===== config.mk =====
export PLATFORM = sky130hd
export DESIGN_NAME = mult_iter_flat
export DESIGN_NICKNAME = d
export VERILOG_FILES = /design/src/rtl/mult_iter_if.sv /design/src/rtl/mult_iter.sv /design/src/flat_wrapper.sv
export SDC_FILE = /design/constraint.sdc
export NUM_CORES = 1
export LEC_CHECK = 0
export CORE_MARGIN = 8
export CORE_UTILIZATION = 59
export CTS_CLUSTER_DIAMETER = 200
export DETAILED_ROUTE_END_ITERATION = 8
export PLACE_DENSITY = 0.83
export SYNTH_ARGS = -nofsm -noshare
export SYNTH_HDL_FRONTEND = slang
export SYNTH_SLANG_ARGS = --single-unit
export TNS_END_PERCENT = 50

===== constraint.sdc =====
create_clock -name clk -period 8.35 [get_ports clk]
set_clock_uncertainty 0.2 [all_clocks]
set_input_delay 1.67 -clock clk [delete_from_list [all_inputs] [get_ports clk]]
set_output_delay 1.67 -clock clk [all_outputs]
set_load 0.05 [all_outputs]

===== src/rtl/mult_iter_if.sv =====
// rtl/mult_iter_if.sv - request/result bundle between the execute stage and mult_iter
interface mult_iter_if #(
  parameter int WIDTH = 32
);
  logic                 flush;
  logic                 in_valid;
  logic                 in_ready;
  logic [WIDTH-1:0]     a;
  logic [WIDTH-1:0]     b;
  logic [2:0]           op;
  logic [2*WIDTH-1:0]   hilo_in;
  logic                 busy;
  logic                 out_valid;
  logic [2*WIDTH-1:0]   hilo;

  modport master (
    output flush, in_valid, a, b, op, hilo_in,
    input  in_ready, busy, out_valid, hilo
  );

  modport slave (
    input  flush, in_valid, a, b, op, hilo_in,
    output in_ready, busy, out_valid, hilo
  );
endinterface


===== src/rtl/mult_iter.sv =====
// rtl/mult_iter.sv - iterative shift-add HI/LO multiplier with flush support
// Defining MULT_ACC_EN adds MADD/MSUB accumulation onto the hilo_in sampled at accept.
module mult_iter #(
  parameter int WIDTH = 32,
  parameter int BPC   = 4
) (
  input logic        clk,
  input logic        reset,
  mult_iter_if.slave bus
);
  localparam int ITER = WIDTH / BPC;
  localparam int CW   = (ITER > 1) ? $clog2(ITER) : 1;
  localparam int PW   = 2 * WIDTH;

  if ((WIDTH % BPC) != 0) begin : g_bpc_check
    $error("mult_iter: WIDTH must be a multiple of BPC");
  end

  typedef enum logic [1:0] {S_IDLE, S_CALC, S_DONE} state_t;

  state_t           state_q, state_d;
  logic [CW-1:0]    cnt_q, cnt_d;
  logic [WIDTH-1:0] a_mag_q, a_mag_d;
  logic [WIDTH-1:0] b_sh_q, b_sh_d;
  logic [PW-1:0]    acc_q, acc_d;
  logic             neg_q, neg_d;
  logic [PW-1:0]    hilo_q, hilo_d;
`ifdef MULT_ACC_EN
  logic [1:0]       fn_q, fn_d;
  logic [PW-1:0]    base_q, base_d;
`else
  logic             unused_acc;
  assign unused_acc = ^{bus.op[2:1], bus.hilo_in};
`endif

  logic             is_signed;
  logic             accept;
  logic             out_v;
  logic [WIDTH-1:0] a_mag;
  logic [WIDTH-1:0] b_mag;
  logic [PW-1:0]    pp;
  logic [PW-1:0]    prod;
  logic [PW-1:0]    res;

  // Magnitudes stay unsigned WIDTH bits, so -2^(W-1) maps cleanly onto 2^(W-1).
  assign is_signed = bus.op[0];
  assign a_mag     = (is_signed && bus.a[WIDTH-1]) ? -bus.a : bus.a;
  assign b_mag     = (is_signed && bus.b[WIDTH-1]) ? -bus.b : bus.b;
  assign accept    = (state_q == S_IDLE) && bus.in_valid && !bus.flush;
  assign out_v     = (state_q == S_DONE) && !bus.flush;

  assign pp   = {{WIDTH{1'b0}}, a_mag_q} * {{(PW-BPC){1'b0}}, b_sh_q[BPC-1:0]};
  assign prod = neg_q ? -acc_q : acc_q;

  always_comb begin
    res = prod;
`ifdef MULT_ACC_EN
    case (fn_q)
      2'b01:   res = base_q + prod;
      2'b10:   res = base_q - prod;
      default: res = prod;
    endcase
`endif
  end

  assign bus.in_ready  = (state_q == S_IDLE);
  assign bus.busy      = (state_q == S_CALC) || (state_q == S_DONE);
  assign bus.out_valid = out_v;
  assign bus.hilo      = out_v ? res : hilo_q;

  always_comb begin
    state_d = state_q;
    cnt_d   = cnt_q;
    a_mag_d = a_mag_q;
    b_sh_d  = b_sh_q;
    acc_d   = acc_q;
    neg_d   = neg_q;
    hilo_d  = hilo_q;
`ifdef MULT_ACC_EN
    fn_d    = fn_q;
    base_d  = base_q;
`endif
    unique case (state_q)
      S_IDLE: begin
        if (accept) begin
          a_mag_d = a_mag;
          b_sh_d  = b_mag;
          neg_d   = is_signed && (bus.a[WIDTH-1] ^ bus.b[WIDTH-1]);
          acc_d   = '0;
          cnt_d   = '0;
`ifdef MULT_ACC_EN
          fn_d    = bus.op[2:1];
          base_d  = bus.hilo_in;
`endif
          state_d = S_CALC;
        end
      end
      S_CALC: begin
        acc_d  = acc_q + (pp << (BPC * cnt_q));
        b_sh_d = b_sh_q >> BPC;
        cnt_d  = cnt_q + CW'(1);
        if (cnt_q == CW'(ITER - 1)) begin
          cnt_d   = '0;
          state_d = S_DONE;
        end
      end
      S_DONE:  state_d = S_IDLE;
      default: state_d = S_IDLE;
    endcase
    if (out_v) begin
      hilo_d = res;
    end
    // A squashed op leaves hilo untouched; out_v is already gated by flush.
    if (bus.flush) begin
      state_d = S_IDLE;
      cnt_d   = '0;
    end
  end

  always_ff @(posedge clk) begin
    if (reset) begin
      state_q <= S_IDLE;
      cnt_q   <= '0;
      a_mag_q <= '0;
      b_sh_q  <= '0;
      acc_q   <= '0;
      neg_q   <= 1'b0;
      hilo_q  <= '0;
`ifdef MULT_ACC_EN
      fn_q    <= 2'b00;
      base_q  <= '0;
`endif
    end else begin
      state_q <= state_d;
      cnt_q   <= cnt_d;
      a_mag_q <= a_mag_d;
      b_sh_q  <= b_sh_d;
      acc_q   <= acc_d;
      neg_q   <= neg_d;
      hilo_q  <= hilo_d;
`ifdef MULT_ACC_EN
      fn_q    <= fn_d;
      base_q  <= base_d;
`endif
    end
  end
endmodule


===== src/flat_wrapper.sv =====
// flat-port wrapper written by rule: the top's interface ports become plain ports
module mult_iter_flat 
#(
  parameter int WIDTH = 32,
  parameter int BPC   = 4
)
  (clk, reset, bus_flush, bus_in_valid, bus_a, bus_b, bus_op, bus_hilo_in, bus_in_ready, bus_busy, bus_out_valid, bus_hilo);
  mult_iter_if #(.WIDTH(WIDTH)) bus_i ();
  input logic clk;
  input logic reset;
  input wire logic [$bits(bus_i.flush)-1:0] bus_flush;
  input wire logic [$bits(bus_i.in_valid)-1:0] bus_in_valid;
  input wire logic [$bits(bus_i.a)-1:0] bus_a;
  input wire logic [$bits(bus_i.b)-1:0] bus_b;
  input wire logic [$bits(bus_i.op)-1:0] bus_op;
  input wire logic [$bits(bus_i.hilo_in)-1:0] bus_hilo_in;
  output wire logic [$bits(bus_i.in_ready)-1:0] bus_in_ready;
  output wire logic [$bits(bus_i.busy)-1:0] bus_busy;
  output wire logic [$bits(bus_i.out_valid)-1:0] bus_out_valid;
  output wire logic [$bits(bus_i.hilo)-1:0] bus_hilo;
  assign bus_i.flush = bus_flush;
  assign bus_i.in_valid = bus_in_valid;
  assign bus_i.a = bus_a;
  assign bus_i.b = bus_b;
  assign bus_i.op = bus_op;
  assign bus_i.hilo_in = bus_hilo_in;
  assign bus_in_ready = bus_i.in_ready;
  assign bus_busy = bus_i.busy;
  assign bus_out_valid = bus_i.out_valid;
  assign bus_hilo = bus_i.hilo;
  mult_iter #(.WIDTH(WIDTH), .BPC(BPC)) u_core (.clk(clk), .reset(reset), .bus(bus_i));
endmodule

==> results.py <==
metrics = {
    "clock_tree": {
        "cts_max_level": 4,
        "cts_setup_buffers": 0,
        "cts-root-buf": "clkbuf_16",
        "worstSkewPairLatency_ns": 0.47,
        "cts_tree": "built",
        "clock_tree.buffer_depth": 2,
        "postCtsHoldBufs": 0,
        "clk_pin_slew_ns": 0.08,
        "cts_resized": 0,
        "clock_sinks": 198,
        "numCtsBuffers": 17,
    },
    "cells_and_area": {
        "nets": 2976,
        "antennaDiodeCount": 0,
        "syn_to_final_growth_pct": 12.96,
        "stdcell_count": 3074,
        "drive_above_1_share": 0.05464,
    },
    "timing": {
        "max_clock_freq_mhz": 128.0,
        "rsz0062_at_grt": "no",
        "layout_min_cycle_time_ns": 7.812,
        "finalSetupTns_ns": 0,
        "maxSlewViolCount": 0,
        "tightest_slew_ns": 0.8654,
        "final_hold_viol_count": 0,
        "finalSetupViolations": 0,
        "slew_headroom": 0.4230,
        "period_share": 0.9355,
    },
    "logic_synthesis": {
        "synth_compound_area_frac": 0.2343,
        "synthCells": 2583,
        "synth_top_family_by_area": "simple AND/OR/NAND/NOR gates",
        "synth-xor-area-share": 0.09398,
        "yosysSeqAreaShare": 0.2085,
        "synth-adder-area-share": 0.1439,
        "synth-main-ff-cell": "dfxtp_1",
        "syn_area_um2": 19010,
        "yosys_warnings": 0,
        "yosys.area.top_type": "dfxtp_1",
        "yosys.area.top_type_share": 0.2085,
        "yosys.cell_types.count": 72,
        "netlist_top_cells_count": "nand2_1 (359), o21ai_0 (221), nor2_1 (202), dfxtp_1 (198), a21oi_1 (195)",
        "synthesis.nets": 2900,
        "synth-edff-count": 0,
        "synth_mux_area_frac": 0.02639,
        "synthTopCellsByArea": "dfxtp_1 (21%), ha_1 (8.0%), nand2_1 (7.1%)",
        "avgSynthCellArea_um2": 7.360,
        "async_flop_share": 0,
        "synthSimpleGateAreaFrac": 0.2353,
        "yosysMostFrequentCell": "nand2_1",
        "ys_seq_elements": 198,
    },
    "routing": {
        "num_vias": 18400,
        "avgViaCountPerCell": 5.986,
        "drc_errors": 0,
        "wl_um": 53960,
        "final_antenna_net_count": 0,
        "wl_per_cell_um": 17.55,
        "drtIter0Drc": 1276,
        "first_pass_iters": 6,
    },
    "global_routing": {
        "antenna_found_initial": 0,
        "grt_usage": 0.2748,
        "grt_pass1_wl_um": 88130,
        "grt_max_degree": 93,
        "grt-ovfl-total": 0,
        "grt_pass1_vias": 17590,
    },
    "placement": {
        "place_inst": 3042,
        "portBuffers": 135,
        "hpwlAfterDp_um": 42200,
        "gp_congestion": 0.9488,
    },
    "critical_path": {
        "required_ns": 8.52,
        "startpoint": "u_core.b_sh_q[3]",
        "cp-endpoint": "u_core.acc_q[62]",
        "worst_path_most_repeated_cell": "o21ai_0",
        "critPathMaxFanout": 27,
        "worst-path-stages": 28,
        "crit_path_start_kind": "flop",
        "reg2reg_depth": 28,
        "arrival_ns": 7.99,
        "crit_buf_inv": 4,
        "endpoint_kind": "flop",
        "critical_path.max_stage_delay_ns": 0.61,
        "cpLargestDelayFamily": "compound AO/OA/AOI/OAI gates",
        "reg2reg_to": "u_core.acc_q[62]",
        "rrSetupSlack_ns": 0.54,
        "path_class": "flop to flop",
        "timing.rr.start": "u_core.b_sh_q[3]",
        "critPathSlowestCell": "or4_1",
    },
    "floorplan": {
        "die_h_um": 195.5,
        "io_pins": 202,
        "initial_core_util": 0.6009,
        "die_w_um": 195.5,
        "core_um2": 31640,
        "dieArea_um2": 38220,
        "fp-row-count": 65,
    },
    "run": {
        "drv_cap": 0,
    },
    "power": {
        "p_sw_w": 0.0006878,
        "clkPwrFrac": 0.393,
        "p_seq_frac": 0.447,
        "power_density_nw_per_um2": 104.1,
        "combPwrFrac": 0.160,
        "p_int_w": 0.001548,
        "leakage_nw": 9.354,
        "swShare": 0.3077,
        "vdd_drop_max_mv": 0.1489,
    },
    "status": {
        "outcome": "complete, no violations",
    },
    "worst_hold_path": {
        "hold_class": "flop to flop",
    },
}
## cells in the final DEF, fill, tap and decap left out, types with 11 or more instances in the layout
| master | netlist | routed |
|---|---|---|
| clkdlybuf4s50_1 | 0 | 134 |
| xor2_1 | 112 | 112 |
| ha_1 | 121 | 121 |
| o21a_1 | 11 | 11 |
| fa_1 | 61 | 61 |
| o22ai_1 | 15 | 15 |
| buf_4 | 0 | 61 |
| nor2_1 | 202 | 201 |
| o21bai_1 | 22 | 22 |
| o21ai_0 | 221 | 220 |
| mux2i_1 | 31 | 31 |
| o211ai_1 | 17 | 17 |
| nand2_1 | 359 | 359 |
| clkbuf_16 | 0 | 17 |
| and2_1 | 107 | 107 |
| a21o_1 | 49 | 49 |
| a22oi_1 | 33 | 33 |
| nand3_1 | 25 | 25 |
| mux2_2 | 13 | 13 |
| or3_1 | 16 | 16 |
| a21oi_1 | 195 | 193 |
| nand2b_1 | 19 | 18 |
| nor3_1 | 35 | 35 |
| inv_1 | 152 | 152 |
| nor4_1 | 15 | 15 |
| a31oi_1 | 22 | 22 |
| or4_1 | 12 | 12 |
| xnor2_1 | 92 | 92 |
| o41ai_1 | 12 | 12 |
| and3_1 | 14 | 14 |
| nor2b_1 | 72 | 72 |
| nand4_1 | 25 | 25 |
| a211oi_1 | 39 | 39 |
| dfxtp_1 | 198 | 194 |
| o31ai_1 | 33 | 33 |
## cell type report
| cell class | instances | area (µm²) |
|---|---|---|
| clock buffers | 18 | 439.2 |
| clock inverters | 14 | 181.4 |
| fillers | 2713 | 10160 |
| inverters | 153 | 574.3 |
| multi-input cells | 2093 | 13990 |
| flip-flops and latches | 198 | 3976 |
| well taps | 402 | 503.0 |
| repair buffers | 196 | 1810 |
## state kept, by name, indices dropped and copies added, names as in the netlist
name            flops
u_core.state_q      2
u_core.acc_q       64
u_core.b_sh_q      32
u_core.neg_q        1
u_core.hilo_q      64
u_core.a_mag_q     32
u_core.cnt_q        3
## metal layers
| layer | GRT usage | part of all wire | up-vias |
|---|---|---|---|
| li1 | - | - | 9134 |
| met3 | 0.03387 | 0.047 | 64 |
| met5 | 0 | 0 | - |
| met4 | 0.07580 | 0.020 | 0 |
| met1 | 0.3505 | 0.44 | 8707 |
| met2 | 0.4814 | 0.49 | 495 |
## worst reg2reg max path, delay by kind of cell (launching register included)
family                     cells  cell delay [ns]
AOI/OAI and AO/OA             11             2.75
muxes                          2             0.26
and+or+nand+nor                6             1.33
xor gates and xnor gates       1             0.22
adders and majority gates      4             1.88
buffers and inverters          4             0.56
DFF                            1             0.51
## metrics by stage
step | hold WS [ns] | utilization | setup slack (ns) | total power, W | area (µm²)
global route | 0.2718 | 0.6788 | 0.07043 | 0.002320 | 21480
global placement | 0.2393 | 0.6587 | 0.4809 | 0.001363 | 20840
finish | 0.2549 | 0.6788 | 0.5384 | 0.002235 | 21480
CTS | 0.2587 | 0.6783 | 0.2355 | 0.002238 | 21460
detailed placement | 0.2476 | 0.6587 | 0.2943 | 0.001373 | 20840
floorplan | 0.2315 | - | 1.286 | 0.001243 | 19010
## power groups by stage
| stage | Clock, W | Combinational, W | Sequential (W) |
|---|---|---|---|
| floorplan | 0 | 0.000240 | 0.00100 |
| global placement | 0 | 0.000345 | 0.00102 |
| detailed placement | 0 | 0.000352 | 0.00102 |
| CTS | 0.000885 | 0.000355 | 0.000998 |
| global route | 0.000924 | 0.000393 | 0.00100 |
| finish | 0.000878 | 0.000358 | 0.000999 |
## how the worst min path moves through the flow
| stage | startpoint | to | slack (ns) | depth (start not counted) |
|---|---|---|---|---|
| floorplan | u_core.b_sh_q[4] | u_core.b_sh_q[4] | 0.23 | 2 |
| CTS | u_core.b_sh_q[15] | u_core.b_sh_q[15] | 0.26 | 2 |
| finish | u_core.b_sh_q[15] | u_core.b_sh_q[15] | 0.25 | 2 |
| detailed placement | u_core.b_sh_q[15] | u_core.b_sh_q[15] | 0.25 | 2 |
| global route | u_core.b_sh_q[11] | u_core.b_sh_q[11] | 0.27 | 2 |
| global placement | u_core.b_sh_q[10] | u_core.b_sh_q[10] | 0.24 | 2 |
## cell families after synthesis
family,count (synthesis)
AO/OA/AOI/OAI,725
XOR/XNOR,204
adder cells (fa/ha/maj),182
buffers and inverters,292
flip-flops,198
multiplexers,46
AND/OR/NAND/NOR,936
(Power assumes the default switching activity.)
